File: src/rtl/square_reconstruct_if.sv
// Handshake and operand/result bundle for square_reconstruct.
// The master drives start/root/residue; the slave returns the reconstructed radicand.
interface square_reconstruct_if #(
  parameter int WORD_LENGTH = 16
);
  localparam int N = WORD_LENGTH / 2;

  logic                   start;
  logic [N-1:0]           root;
  logic [WORD_LENGTH-1:0] residue;
  logic                   busy;
  logic                   done;
  logic [WORD_LENGTH-1:0] radicand;
  logic                   overflow;
  logic                   residue_err;

  modport master (
    output start, root, residue,
    input  busy, done, radicand, overflow, residue_err
  );

  modport slave (
    input  start, root, residue,
    output busy, done, radicand, overflow, residue_err
  );
endinterface

File: src/rtl/square_reconstruct.sv
// Iterative squarer: radicand = root*root + residue, one root bit per clock (MSB first).
// Optional residue legality check (residue > 2*root) under SQUARE_RECONSTRUCT_RESIDUE_CHECK_EN.
module square_reconstruct #(
  parameter int WORD_LENGTH = 16
) (
  input  logic               clk,
  input  logic               reset,
  square_reconstruct_if.slave bus
);
  localparam int N  = WORD_LENGTH / 2;
  localparam int CW = (N > 1) ? $clog2(N) : 1;

  localparam logic [1:0] ST_IDLE = 2'd0;
  localparam logic [1:0] ST_RUN  = 2'd1;
  localparam logic [1:0] ST_ADD  = 2'd2;

  logic [1:0]             state_q, state_d;
  logic [CW-1:0]          cnt_q, cnt_d;
  logic [WORD_LENGTH:0]   acc_q, acc_d;
  logic [N-1:0]           q_reg_q, q_reg_d;
  logic [WORD_LENGTH-1:0] r_reg_q, r_reg_d;
  logic [WORD_LENGTH-1:0] radicand_q, radicand_d;
  logic                   busy_q, busy_d;
  logic                   done_q, done_d;
  logic                   overflow_q, overflow_d;
  logic                   residue_err_q, residue_err_d;

  logic [WORD_LENGTH:0]   sum;
  logic [WORD_LENGTH:0]   addend;
  logic                   res_bad;

  assign addend = q_reg_q[cnt_q] ? {{(WORD_LENGTH+1-N){1'b0}}, q_reg_q} : '0;
  assign sum    = acc_q + {1'b0, r_reg_q};

`ifdef SQUARE_RECONSTRUCT_RESIDUE_CHECK_EN
  assign res_bad = {1'b0, r_reg_q} > {{(WORD_LENGTH-N){1'b0}}, q_reg_q, 1'b0};
`else
  assign res_bad = 1'b0;
`endif

  always_comb begin
    state_d       = state_q;
    cnt_d         = cnt_q;
    acc_d         = acc_q;
    q_reg_d       = q_reg_q;
    r_reg_d       = r_reg_q;
    radicand_d    = radicand_q;
    busy_d        = busy_q;
    done_d        = 1'b0;
    overflow_d    = overflow_q;
    residue_err_d = residue_err_q;
    case (state_q)
      ST_IDLE: begin
        if (bus.start) begin
          q_reg_d = bus.root;
          r_reg_d = bus.residue;
          acc_d   = '0;
          cnt_d   = CW'(N - 1);
          busy_d  = 1'b1;
          state_d = ST_RUN;
        end
      end
      ST_RUN: begin
        // Horner form of q*q: shift in one partial product per root bit.
        acc_d = (acc_q << 1) + addend;
        if (cnt_q == '0) state_d = ST_ADD;
        else             cnt_d   = cnt_q - 1'b1;
      end
      ST_ADD: begin
        radicand_d    = sum[WORD_LENGTH-1:0];
        overflow_d    = sum[WORD_LENGTH];
        residue_err_d = res_bad;
        done_d        = 1'b1;
        busy_d        = 1'b0;
        state_d       = ST_IDLE;
      end
      default: begin
        busy_d  = 1'b0;
        state_d = ST_IDLE;
      end
    endcase
  end

  always_ff @(posedge clk or negedge reset) begin
    if (!reset) begin
      state_q       <= ST_IDLE;
      cnt_q         <= '0;
      acc_q         <= '0;
      q_reg_q       <= '0;
      r_reg_q       <= '0;
      radicand_q    <= '0;
      busy_q        <= 1'b0;
      done_q        <= 1'b0;
      overflow_q    <= 1'b0;
      residue_err_q <= 1'b0;
    end else begin
      state_q       <= state_d;
      cnt_q         <= cnt_d;
      acc_q         <= acc_d;
      q_reg_q       <= q_reg_d;
      r_reg_q       <= r_reg_d;
      radicand_q    <= radicand_d;
      busy_q        <= busy_d;
      done_q        <= done_d;
      overflow_q    <= overflow_d;
      residue_err_q <= residue_err_d;
    end
  end

  assign bus.busy        = busy_q;
  assign bus.done        = done_q;
  assign bus.radicand    = radicand_q;
  assign bus.overflow    = overflow_q;
  assign bus.residue_err = residue_err_q;
endmodule

File: src/flat_wrapper.sv
// flat-port wrapper written by rule: the top's interface ports become plain ports
module square_reconstruct_flat 
#(
  parameter int WORD_LENGTH = 16
)
  (clk, reset, bus_start, bus_root, bus_residue, bus_busy, bus_done, bus_radicand, bus_overflow, bus_residue_err);
  square_reconstruct_if #(.WORD_LENGTH(WORD_LENGTH)) bus_i ();
  input  logic clk;
  input  logic reset;
  input wire logic [$bits(bus_i.start)-1:0] bus_start;
  input wire logic [$bits(bus_i.root)-1:0] bus_root;
  input wire logic [$bits(bus_i.residue)-1:0] bus_residue;
  output wire logic [$bits(bus_i.busy)-1:0] bus_busy;
  output wire logic [$bits(bus_i.done)-1:0] bus_done;
  output wire logic [$bits(bus_i.radicand)-1:0] bus_radicand;
  output wire logic [$bits(bus_i.overflow)-1:0] bus_overflow;
  output wire logic [$bits(bus_i.residue_err)-1:0] bus_residue_err;
  assign bus_i.start = bus_start;
  assign bus_i.root = bus_root;
  assign bus_i.residue = bus_residue;
  assign bus_busy = bus_i.busy;
  assign bus_done = bus_i.done;
  assign bus_radicand = bus_i.radicand;
  assign bus_overflow = bus_i.overflow;
  assign bus_residue_err = bus_i.residue_err;
  square_reconstruct #(.WORD_LENGTH(WORD_LENGTH)) u_core (.clk(clk), .reset(reset), .bus(bus_i));
endmodule
File: config.mk
export PLATFORM = sky130hd
export DESIGN_NAME = square_reconstruct_flat
export DESIGN_NICKNAME = d
export VERILOG_FILES = /design/src/rtl/square_reconstruct_if.sv /design/src/rtl/square_reconstruct.sv /design/src/flat_wrapper.sv
export SDC_FILE = /design/constraint.sdc
export NUM_CORES = 1
export LEC_CHECK = 0
export ABC_AREA = 1
export CORE_MARGIN = 2
export CORE_UTILIZATION = 40
export CTS_BUF_LIST = sky130_fd_sc_hd__clkbuf_8 sky130_fd_sc_hd__clkbuf_16
export CTS_CLUSTER_DIAMETER = 150
export DETAILED_ROUTE_END_ITERATION = 7
export SLEW_MARGIN = 20
export SYNTH_ARGS = -nofsm -noshare
export SYNTH_HDL_FRONTEND = slang
export SYNTH_SLANG_ARGS = --single-unit
File: constraint.sdc
create_clock -name clk -period 3.85 [get_ports clk]
set_input_delay 0.77 -clock clk [delete_from_list [all_inputs] [get_ports clk]]
set_output_delay 0.77 -clock clk [all_outputs]
set_load 0.01 [all_outputs]
==> run metrics, run 1 <==
total of max-cap violations 0; critical path launch point type register; post-synthesis instance area 4227 µm²; CTS sink count 65; Vias/cell 4.731; part of the Yosys area used for sequential elements 38.48%; number of top-level pins 47; total instance count after detailed placement 773; routed length per placed instance 12.31 µm; width of the chip 106.8 µm; DPL Wire Length 7.545 mm; total number of vias 3733; drt pass-1 iters 8; worst-skew pair later-pin latency 0.35 ns; Final setup viols 0; via count of the first global-routing pass 3701; EDFF count, synth 0; initial antenna violation count 0; Bufs on Longest Clock Path 2; RD Place Congestion 0.8671; net count after synthesis 655; number of synthesis warnings 0; maximum number of pins on one net before global-route repair 35; number of buffers created by CTS 9; global-route wire length before repair 16.93 mm; Overall Power 4137 µW; number of nets with antenna violations after detailed routing 0; total global-route track usage 18.73%; port bufs 45; drc violations 0; worst supply voltage drop on vdd 0.0002939 V; leakage power figure 0.002736 µW; count of H-tree levels built during CTS 3; final sum of negative setup slack 0 ns; Clk pin slew, worst setup/hold paths 0.08 ns; minimum hold slack 0.4110 ns; relative slew slack 49.32%; number of antenna repair diodes 0; total count of max-transition violations in the final report 0; required time worst endpoint 4.09 ns; CTS tree done; crit path time final 2.447 ns; fraction of synthesis flops using an asynchronous set or reset pin 100.0%; type of destination of the critical path register; upper clock frequency limit 408.7 MHz; number of instances in the synthesized netlist 601; power density cells 828.9 nW/µm²; result of the run finished, final reports clean; GR Overflow Total 0; fraction of layout cells with a size suffix above 1 7.504%; Crit Path Class register to register; number of buffers inserted for hold repair after clock tree synthesis 0; initial cell density of the core 41.12%; top_reg_cell synth sky130_fd_sc_hd__dfrtp_1; post-synthesis register bit count 65; CTS root buf sky130_fd_sc_hd__clkbuf_8; arrival time of data at the critical path endpoint 2.69 ns; Rows 37; maximum fanout along the worst path 7; final layout net count 702; count of buffers added by post-CTS timing repair for setup 0; RSZ-0062 raised after global routing no; Mapped Avg Cell Area 7.033 µm²; Resized cells post-CTS 0; Worst-Margin Slew 0.7584 ns; number of library cell types mapped by synthesis 39; die footprint 11400 µm²; die outline height 106.8 µm; area of the core region 10280 µm²; DRC violation total after the first TritonRoute iteration 130; ratio of final minimum period to clock period 63.55%; number of non-filler instances in the completed layout 789; largest clock skew in the final design 0.01218 ns; Area growth, synth to finish 18.09%; Final Routed Wirelength 9.715 mm; Hold/Removal Path Class input port to asynchronous set/reset pin; final hold violation count 0
[where the power goes]
| part | internal [µW] | switching, µW | leakage [µW] |
|---|---|---|---|
| Sequential | 983 | 261 | 0.000822 |
| Clock | 325 | 308 | 0.000104 |
| Combinational | 875 | 1390 | 0.00181 |
| Total | 2180 | 1960 | 0.00274 |
[logic make-up after synthesis]
logic type / Yosys count / share of synthesized area [%]
buffers and inverters: 95 / 9.354
DFF: 65 / 38.48
other: 1 / 0.08872
adders and majority gates: 27 / 8.348
AOI/OAI and AO/OA: 46 / 6.128
and+or+nand+nor: 364 / 36.98
xor gates and xnor gates: 3 / 0.6218
[worst paths after layout]
kind | depth (start not counted) | to | slack (ns) | startpoint
min reg2reg | 2 | u_core.bus.radicand[0] | 0.48 | u_core.bus.radicand[0]
min | 1 | u_core.q_reg_q[6] | 0.41 | reset
max reg2reg | 15 | u_core.acc_q[13] | 1.40 | u_core.cnt_q[0]
max | 15 | u_core.acc_q[13] | 1.40 | u_core.cnt_q[0]
min in group clk | 2 | u_core.bus.radicand[0] | 0.48 | u_core.bus.radicand[0]
max in group asynchronous | 2 | u_core.bus.radicand[6] | 2.71 | reset
[cell type report]
cell class | count | area [µm²]
fill | 1048 | 5286
clock buffer | 10 | 137.6
tap | 136 | 170.2
timing repair buffer | 47 | 460.4
sequential | 65 | 1627
clock inverter | 6 | 72.57
multi-input combinational | 441 | 2205
inverter | 84 | 319.1
[critical path, stage by stage, from the launching register on]
cell and delay, ns:
sky130_fd_sc_hd__dfrtp_1 0.46, sky130_fd_sc_hd__inv_2 0.10, sky130_fd_sc_hd__a21oi_1 0.12, sky130_fd_sc_hd__o21ai_1 0.09, sky130_fd_sc_hd__nand3_2 0.08, sky130_fd_sc_hd__nand2_2 0.10, sky130_fd_sc_hd__nor2_1 0.11, sky130_fd_sc_hd__ha_1 0.17
sky130_fd_sc_hd__inv_1 0.05, sky130_fd_sc_hd__fa_1 0.43, sky130_fd_sc_hd__o21ai_2 0.23, sky130_fd_sc_hd__nand2_1 0.09, sky130_fd_sc_hd__nand2_1 0.10, sky130_fd_sc_hd__nand3_1 0.07, sky130_fd_sc_hd__nand3_1 0.08, sky130_fd_sc_hd__nand2_1 0.06
[state kept, by name, summed over array words and instances, names as in the netlist]
signal,cells
u_core.bus.radicand,16
u_core.state_q,2
u_core.q_reg_q,8
u_core.cnt_q,3
u_core.bus.overflow,1
u_core.bus.done,1
u_core.bus.busy,1
u_core.acc_q,17
u_core.r_reg_q,16
[cells in the final DEF, fill, tap and decap left out, types with 3 or more instances in the layout]
master / n
sky130_fd_sc_hd__nand2_2: 8
sky130_fd_sc_hd__o21ai_0: 16
sky130_fd_sc_hd__or2_1: 3
sky130_fd_sc_hd__clkdlybuf4s50_1: 44
sky130_fd_sc_hd__a21oi_1: 17
sky130_fd_sc_hd__nand2_1: 255
sky130_fd_sc_hd__o21ai_1: 6
sky130_fd_sc_hd__nor2_4: 3
sky130_fd_sc_hd__and2_1: 3
sky130_fd_sc_hd__nor2_1: 26
sky130_fd_sc_hd__ha_1: 25
sky130_fd_sc_hd__inv_6: 3
sky130_fd_sc_hd__dfrtp_1: 65
sky130_fd_sc_hd__nand3b_1: 4
sky130_fd_sc_hd__inv_1: 78
sky130_fd_sc_hd__inv_2: 4
sky130_fd_sc_hd__clkbuf_8: 10
sky130_fd_sc_hd__or2_0: 3
sky130_fd_sc_hd__nand3_1: 45
sky130_fd_sc_hd__nor3_2: 4
[layer usage]
metal	up-vias	global-route usage, %	wire, µm
li1	1960	-	-
met1	1671	24.78	4696
met2	79	30.48	4471
met3	23	2.614	287
met4	0	8.442	259
met5	-	0	0
[metrics by stage]
stage / util (%) / cell area, µm² / worst slack (ns)
2_1_floorplan: - / 4227 / 1.681
3_3_place_gp: 46.52 / 4781 / 1.108
3_5_place_dp: 46.52 / 4781 / 1.060
4_1_cts: 48.56 / 4991 / 1.391
5_1_grt: 48.56 / 4991 / 1.151
6_report: 48.56 / 4991 / 1.403
[synth_stat cells, types with 3 or more instances]
cell | n | area (µm²)
sky130_fd_sc_hd__a21oi_1 | 17 | 85.08
sky130_fd_sc_hd__nand2_2 | 8 | 50.05
sky130_fd_sc_hd__nand3b_1 | 4 | 30.03
sky130_fd_sc_hd__o21ai_0 | 16 | 80.08
sky130_fd_sc_hd__ha_1 | 25 | 312.8
sky130_fd_sc_hd__or2_1 | 3 | 18.77
sky130_fd_sc_hd__dfrtp_1 | 65 | 1627
sky130_fd_sc_hd__nor3_2 | 4 | 40.04
sky130_fd_sc_hd__inv_1 | 78 | 292.8
sky130_fd_sc_hd__buf_6 | 3 | 33.78
sky130_fd_sc_hd__and2_1 | 3 | 18.77
sky130_fd_sc_hd__o21ai_1 | 6 | 30.03
sky130_fd_sc_hd__or2_0 | 3 | 18.77
sky130_fd_sc_hd__nand3_1 | 45 | 225.2
sky130_fd_sc_hd__buf_2 | 7 | 35.03
sky130_fd_sc_hd__inv_2 | 4 | 15.01
sky130_fd_sc_hd__nor2_4 | 3 | 33.78
sky130_fd_sc_hd__nand2_1 | 255 | 957.2
sky130_fd_sc_hd__nor2_1 | 26 | 97.59
No activity file was read; power rests on OpenSTA's default activity.
==> run 2, diff against run 1 <==
==> constraint.sdc (replaced) <==
create_clock -name clk -period 2.5 [get_ports clk]
set_input_delay 0.5 -clock clk [delete_from_list [all_inputs] [get_ports clk]]
set_output_delay 0.5 -clock clk [all_outputs]
set_load 0.01 [all_outputs]
==> run metrics, run 2 (synthesized netlist as in run 1, its figures left out) <==
result of the run finished, final reports clean; Bufs on Longest Clock Path 2; CTS sink count 65; count of filler cells inserted in the layout 1064; crit path time final 2.299 ns; Crit Path Class register to register; port bufs 45; Internal Power 3258 µW; worst supply voltage drop on vdd 0.0004754 V; net switching share of the total power 47.79%; upper clock frequency limit 435.0 MHz; DRC violation total after the first TritonRoute iteration 128; DPL Wire Length 7.415 mm; Clk pin slew, worst setup/hold paths 0.08 ns; leakage power figure 0.002732 µW; via count of the first global-routing pass 3634; sequential fraction of design power 30.8%; maximum number of pins on one net before global-route repair 45; Final setup viols 0; commonest non-fill, non-tap cell in the layout sky130_fd_sc_hd__nand2_1; clock group share of total power 12.6%; total of max-cap violations 0; top library cells by usage in the layout, fill and taps aside sky130_fd_sc_hd__nand2_1 (255), sky130_fd_sc_hd__inv_1 (80), sky130_fd_sc_hd__dfrtp_1 (63); GR Overflow Total 0; Rows 37; r2r setup slk 0.20 ns; RD Place Congestion 0.8595; DP Worst Slack 0.09086 ns; total global-route track usage 18.29%; number of nets with antenna violations after detailed routing 0; Area growth, synth to finish 17.55%; combinational share of power 56.6%; power density cells 1256 nW/µm²; area of the core region 10280 µm²; largest reg by FF count u_core.acc_q; endpoint of the worst-slack reg-to-reg timing path u_core.acc_q[5]; relative slew slack 59.29%; CTS root buf sky130_fd_sc_hd__clkbuf_8; CTS tree done; initial cell density of the core 41.12%; RSZ-0062 raised after global routing no; drt pass-1 iters 5; arrival time of data at the critical path endpoint 2.54 ns; Net Switching 2982 µW; required time worst endpoint 2.74 ns; Hold/Removal Path Class input port to asynchronous set/reset pin; logic depth of the worst register-to-register path 15; ratio of final minimum period to clock period 91.96%; number of buffers created by CTS 9; startpoint of the lowest-slack register-to-register path u_core.cnt_q[0]; number of antenna repair diodes 0; final hold violation count 0; initial antenna violation count 0; count of H-tree levels built during CTS 3; total number of vias 3732; type of destination of the critical path register; Vias/cell 4.730; fraction of layout cells with a size suffix above 1 7.657%; final sum of negative setup slack 0 ns; drc violations 0; die footprint 11400 µm²; die outline height 106.8 µm; critical path launch point type register; maximum fanout along the worst path 7; number of top-level pins 47; max reg flops 17; total count of max-transition violations in the final report 0; routed length per placed instance 11.98 µm; worst-skew pair later-pin latency 0.35 ns; Final Routed Wirelength 9.453 mm; number of buffers inserted for hold repair after clock tree synthesis 0; global-route wire length before repair 16.50 mm; width of the chip 106.8 µm; setup ws final 0.2010 ns; final layout net count 703; Worst-Margin Slew 0.6099 ns; largest clock skew in the final design 0.007643 ns
==> run 2: worst max path at each step <==
stage                               start                to  slack (ns)  cells past startpoint
after floorplan           u_core.cnt_q[0]  u_core.acc_q[13]        0.33                     15
after global placement    u_core.cnt_q[0]  u_core.acc_q[13]        0.20                     15
after detailed placement  u_core.cnt_q[0]   u_core.acc_q[9]        0.09                     15
after CTS                 u_core.cnt_q[0]   u_core.acc_q[9]        0.08                     15
after global routing      u_core.cnt_q[0]   u_core.acc_q[5]        0.03                     15
final                     u_core.cnt_q[0]   u_core.acc_q[5]        0.20                     15
==> run 2: routing by layer <==
| metal | vias up | part of all wire, % | global-route usage, % |
|---|---|---|---|
| li1 | 1963 | - | - |
| met1 | 1689 | 49 | 24.12 |
| met2 | 66 | 45 | 29.48 |
| met3 | 14 | 4.2 | 3.587 |
| met4 | 0 | 1.4 | 7.421 |
| met5 | - | 0 | 0 |
==> run 2: power groups by stage <==
stage	clock network, µW	logic [µW]	registers [µW]
finish	787	3530	1920
global route	850	4100	1990
CTS	806	3540	1920
detailed placement	0	3520	1940
global placement	0	3470	1920
floorplan	0	2610	1870
==> run 2: worst max-delay path, stage by stage (launching register included) <==
cell and delay [ns]:
sky130_fd_sc_hd__dfrtp_2 0.45, sky130_fd_sc_hd__inv_2 0.12, sky130_fd_sc_hd__a21oi_1 0.08, sky130_fd_sc_hd__o21ai_1 0.10, sky130_fd_sc_hd__nand3_2 0.10, sky130_fd_sc_hd__nand2_2 0.15, sky130_fd_sc_hd__nor2_1 0.07, sky130_fd_sc_hd__ha_1 0.35
sky130_fd_sc_hd__nand2_1 0.09, sky130_fd_sc_hd__nand2_1 0.07, sky130_fd_sc_hd__inv_1 0.07, sky130_fd_sc_hd__o21ai_2 0.06, sky130_fd_sc_hd__buf_4 0.13, sky130_fd_sc_hd__or2_2 0.26, sky130_fd_sc_hd__nand3_1 0.07, sky130_fd_sc_hd__nand2_1 0.05
==> run 2: layout make-up <==
cell class | count | area (µm²) | area share (%)
Clock buffer | 10 | 137.6 | 2.770
Clock inverter | 5 | 25.02 | 0.5037
Inverter | 84 | 319.1 | 6.422
Multi-Input combinational cell | 441 | 2207 | 44.42
Sequential cell | 65 | 1629 | 32.79
Tap cell | 136 | 170.2 | 3.425
Timing Repair Buffer | 48 | 480.5 | 9.670
==> run 2: per-stage QoR <==
step	std cells	hold slack [ns]	total power, µW	util (%)	area, µm²
floorplan	601	0.2044	4474	-	4227
global placement	773	0.4562	5394	46.64	4793
detailed placement	773	0.4637	5460	46.64	4793
CTS	788	0.1382	6265	48.22	4956
global route	789	0.1698	6941	48.34	4969
finish	789	0.1323	6240	48.34	4969
==> run 2: timing repair <==
item | 4_1_cts | 5_1_grt
endpoints found under the setup margin | 0 | 5
buffers inserted | 0 | 1
resized for setup | 0 | 3
==> run 3, diff against run 2 <==
--- a/config.mk
+++ b/config.mk
@@ -6,7 +6,6 @@
 export NUM_CORES = 1
 export LEC_CHECK = 0
 export ABC_AREA = 1
-export CORE_MARGIN = 2
 export CORE_UTILIZATION = 40
 export CTS_BUF_LIST = sky130_fd_sc_hd__clkbuf_8 sky130_fd_sc_hd__clkbuf_16
 export CTS_CLUSTER_DIAMETER = 150
==> constraint.sdc (replaced) <==
create_clock -name clk -period 2.4 [get_ports clk]
set_input_delay 0.48 -clock clk [delete_from_list [all_inputs] [get_ports clk]]
set_output_delay 0.48 -clock clk [all_outputs]
set_load 0.01 [all_outputs]
==> run metrics, run 3 (synthesized netlist as in run 1, its figures left out) <==
result of the run finished, final reports clean; fraction of layout cells with a size suffix above 1 11.04%; RSZ-0062 raised after global routing yes; DP Worst Slack 0.01858 ns; CTS root buf sky130_fd_sc_hd__clkbuf_8; port bufs 45; CP max-delay cell sky130_fd_sc_hd__dfrtp_2; Critical Path, Cell by Cell buf_4 > o211ai_1 > nand3_2 > nand2_4 > buf_4 > nor2_1 > ha_1 > or2_4 > nand4_1 > nand2_2 > nor2_1 > o22ai_1; Hold/Removal Path Class input port to asynchronous set/reset pin; Vias/cell 4.701; arrival time of data at the critical path endpoint 2.54 ns; area of the core region 10280 µm²; maximum fanout along the worst path 7; DRC violation total after the first TritonRoute iteration 140; Largest stage delay, worst path 0.46 ns; global routing met1 resource utilization 24.80%; initial antenna violation count 0; power density cells 1365 nW/µm²; required time worst endpoint 2.60 ns; final layout net count 710; number of buffers created by CTS 9; commonest non-fill, non-tap cell in the layout sky130_fd_sc_hd__nand2_1; Bufs on Longest Clock Path 2; Global Route met2 Usage 31.65%; initial cell density of the core 41.12%; top library cells by usage in the layout, fill and taps aside sky130_fd_sc_hd__nand2_1 (252), sky130_fd_sc_hd__inv_1 (77), sky130_fd_sc_hd__dfrtp_1 (63); ratio of final minimum period to clock period 97.73%; total global-route track usage 18.63%; max reg flops 17; count of H-tree levels built during CTS 3; crit path time final 2.345 ns; Final Routed Wirelength 9.621 mm; setup ws final 0.05456 ns; Clk pin slew, worst setup/hold paths 0.08 ns; number of nets with antenna violations after detailed routing 0; die footprint 10980 µm²; largest reg by FF count u_core.acc_q; DPL Wire Length 7.263 mm; maximum number of pins on one net before global-route repair 47; via count of the first global-routing pass 3589; global-route wire length before repair 16.48 mm; routed length per placed instance 12.07 µm; Rows 37; Crit Path Class register to register; type of destination of the critical path register; number of buffers inserted for hold repair after clock tree synthesis 0; number of antenna repair diodes 0; largest clock skew in the final design 0.01761 ns; met3 Track Usage GR 2.994%; Final setup viols 0; count of filler cells inserted in the layout 1052; Worst-Margin Slew 0.6344 ns; total count of max-transition violations in the final report 0; drc violations 0; global route hottest layer met2; upper clock frequency limit 426.4 MHz; leakage power figure 0.002789 µW; total number of vias 3747; width of the chip 104.8 µm; CTS tree done; final hold violation count 0; critical path launch point type register; drt pass-1 iters 4; worst-skew pair later-pin latency 0.34 ns; number of top-level pins 47; GR Overflow Total 0; die outline height 104.8 µm; RD Place Congestion 0.8804; final sum of negative setup slack 0 ns; CTS sink count 65; relative slew slack 57.66%; Area growth, synth to finish 21.61%; Overall Power 7018 µW; total of max-cap violations 0; worst supply voltage drop on vdd 0.0006388 V
run 3: path summary, 6_finish.rpt:
path                            slack (ns)  depth (start not counted)                      end                   start
worst min-delay path                   0.1                          1        u_core.q_reg_q[3]                   reset
worst min register to register        0.48                          2   u_core.bus.radicand[1]  u_core.bus.radicand[1]
min in group clk                      0.48                          2   u_core.bus.radicand[1]  u_core.bus.radicand[1]
worst max register to register        0.05                         12          u_core.acc_q[8]         u_core.cnt_q[1]
max in group asynchronous             1.69                          2  u_core.bus.radicand[10]                   reset
worst max-delay path                  0.05                         12          u_core.acc_q[8]         u_core.cnt_q[1]
run 3: power by group:
group	internal, µW	switching, µW	total [µW]	leakage (µW)
Clock	585	461	1050	0.000109
Combinational	1580	2370	3960	0.00186
Sequential	1580	435	2020	0.000820
Total	3750	3270	7020	0.00279
run 3: metal layers:
metal | up-vias | share of wire, %
met1 | 1704 | 50
met4 | 0 | 0.91
met5 | - | 0
met2 | 53 | 47
li1 | 1982 | -
met3 | 8 | 2.7
run 3: layout make-up:
class                      count  area (µm²)  share of cell area, %
timing repair buffer          55       533.0                  10.37
tap                          136       170.2                  3.311
inverter                      84       321.6                  6.256
sequential                    65        1629                  31.69
clock buffer                   9       123.9                  2.410
multi-input combinational    441        2267                  44.11
clock inverter                 7       95.09                  1.850
run 3: stage by stage:
step,area [µm²],cells,hold slack (ns),util [%]
3_3_place_gp,4801,774,0.4554,46.71
2_1_floorplan,4227,601,0.1844,-
6_report,5140,797,0.09868,50.01
4_1_cts,5021,790,0.1115,48.86
3_5_place_dp,4801,774,0.4576,46.71
5_1_grt,5140,797,0.1279,50.01
run 3: critical path: cells and delay by family (launching register included):
family                     cells  cell delay, ns
adders and majority gates      1            0.33
DFF                            1            0.46
AOI/OAI and AO/OA              2            0.22
and+or+nand+nor                7            0.93
buffers and inverters          2            0.27
run 3: timing repair:
action                                  CTS  global route
cloned                                    0             0
setup buffers                             0             7
endpoints found under the setup margin    1            10
resized for setup                         1            21
pin swaps                                 0            11
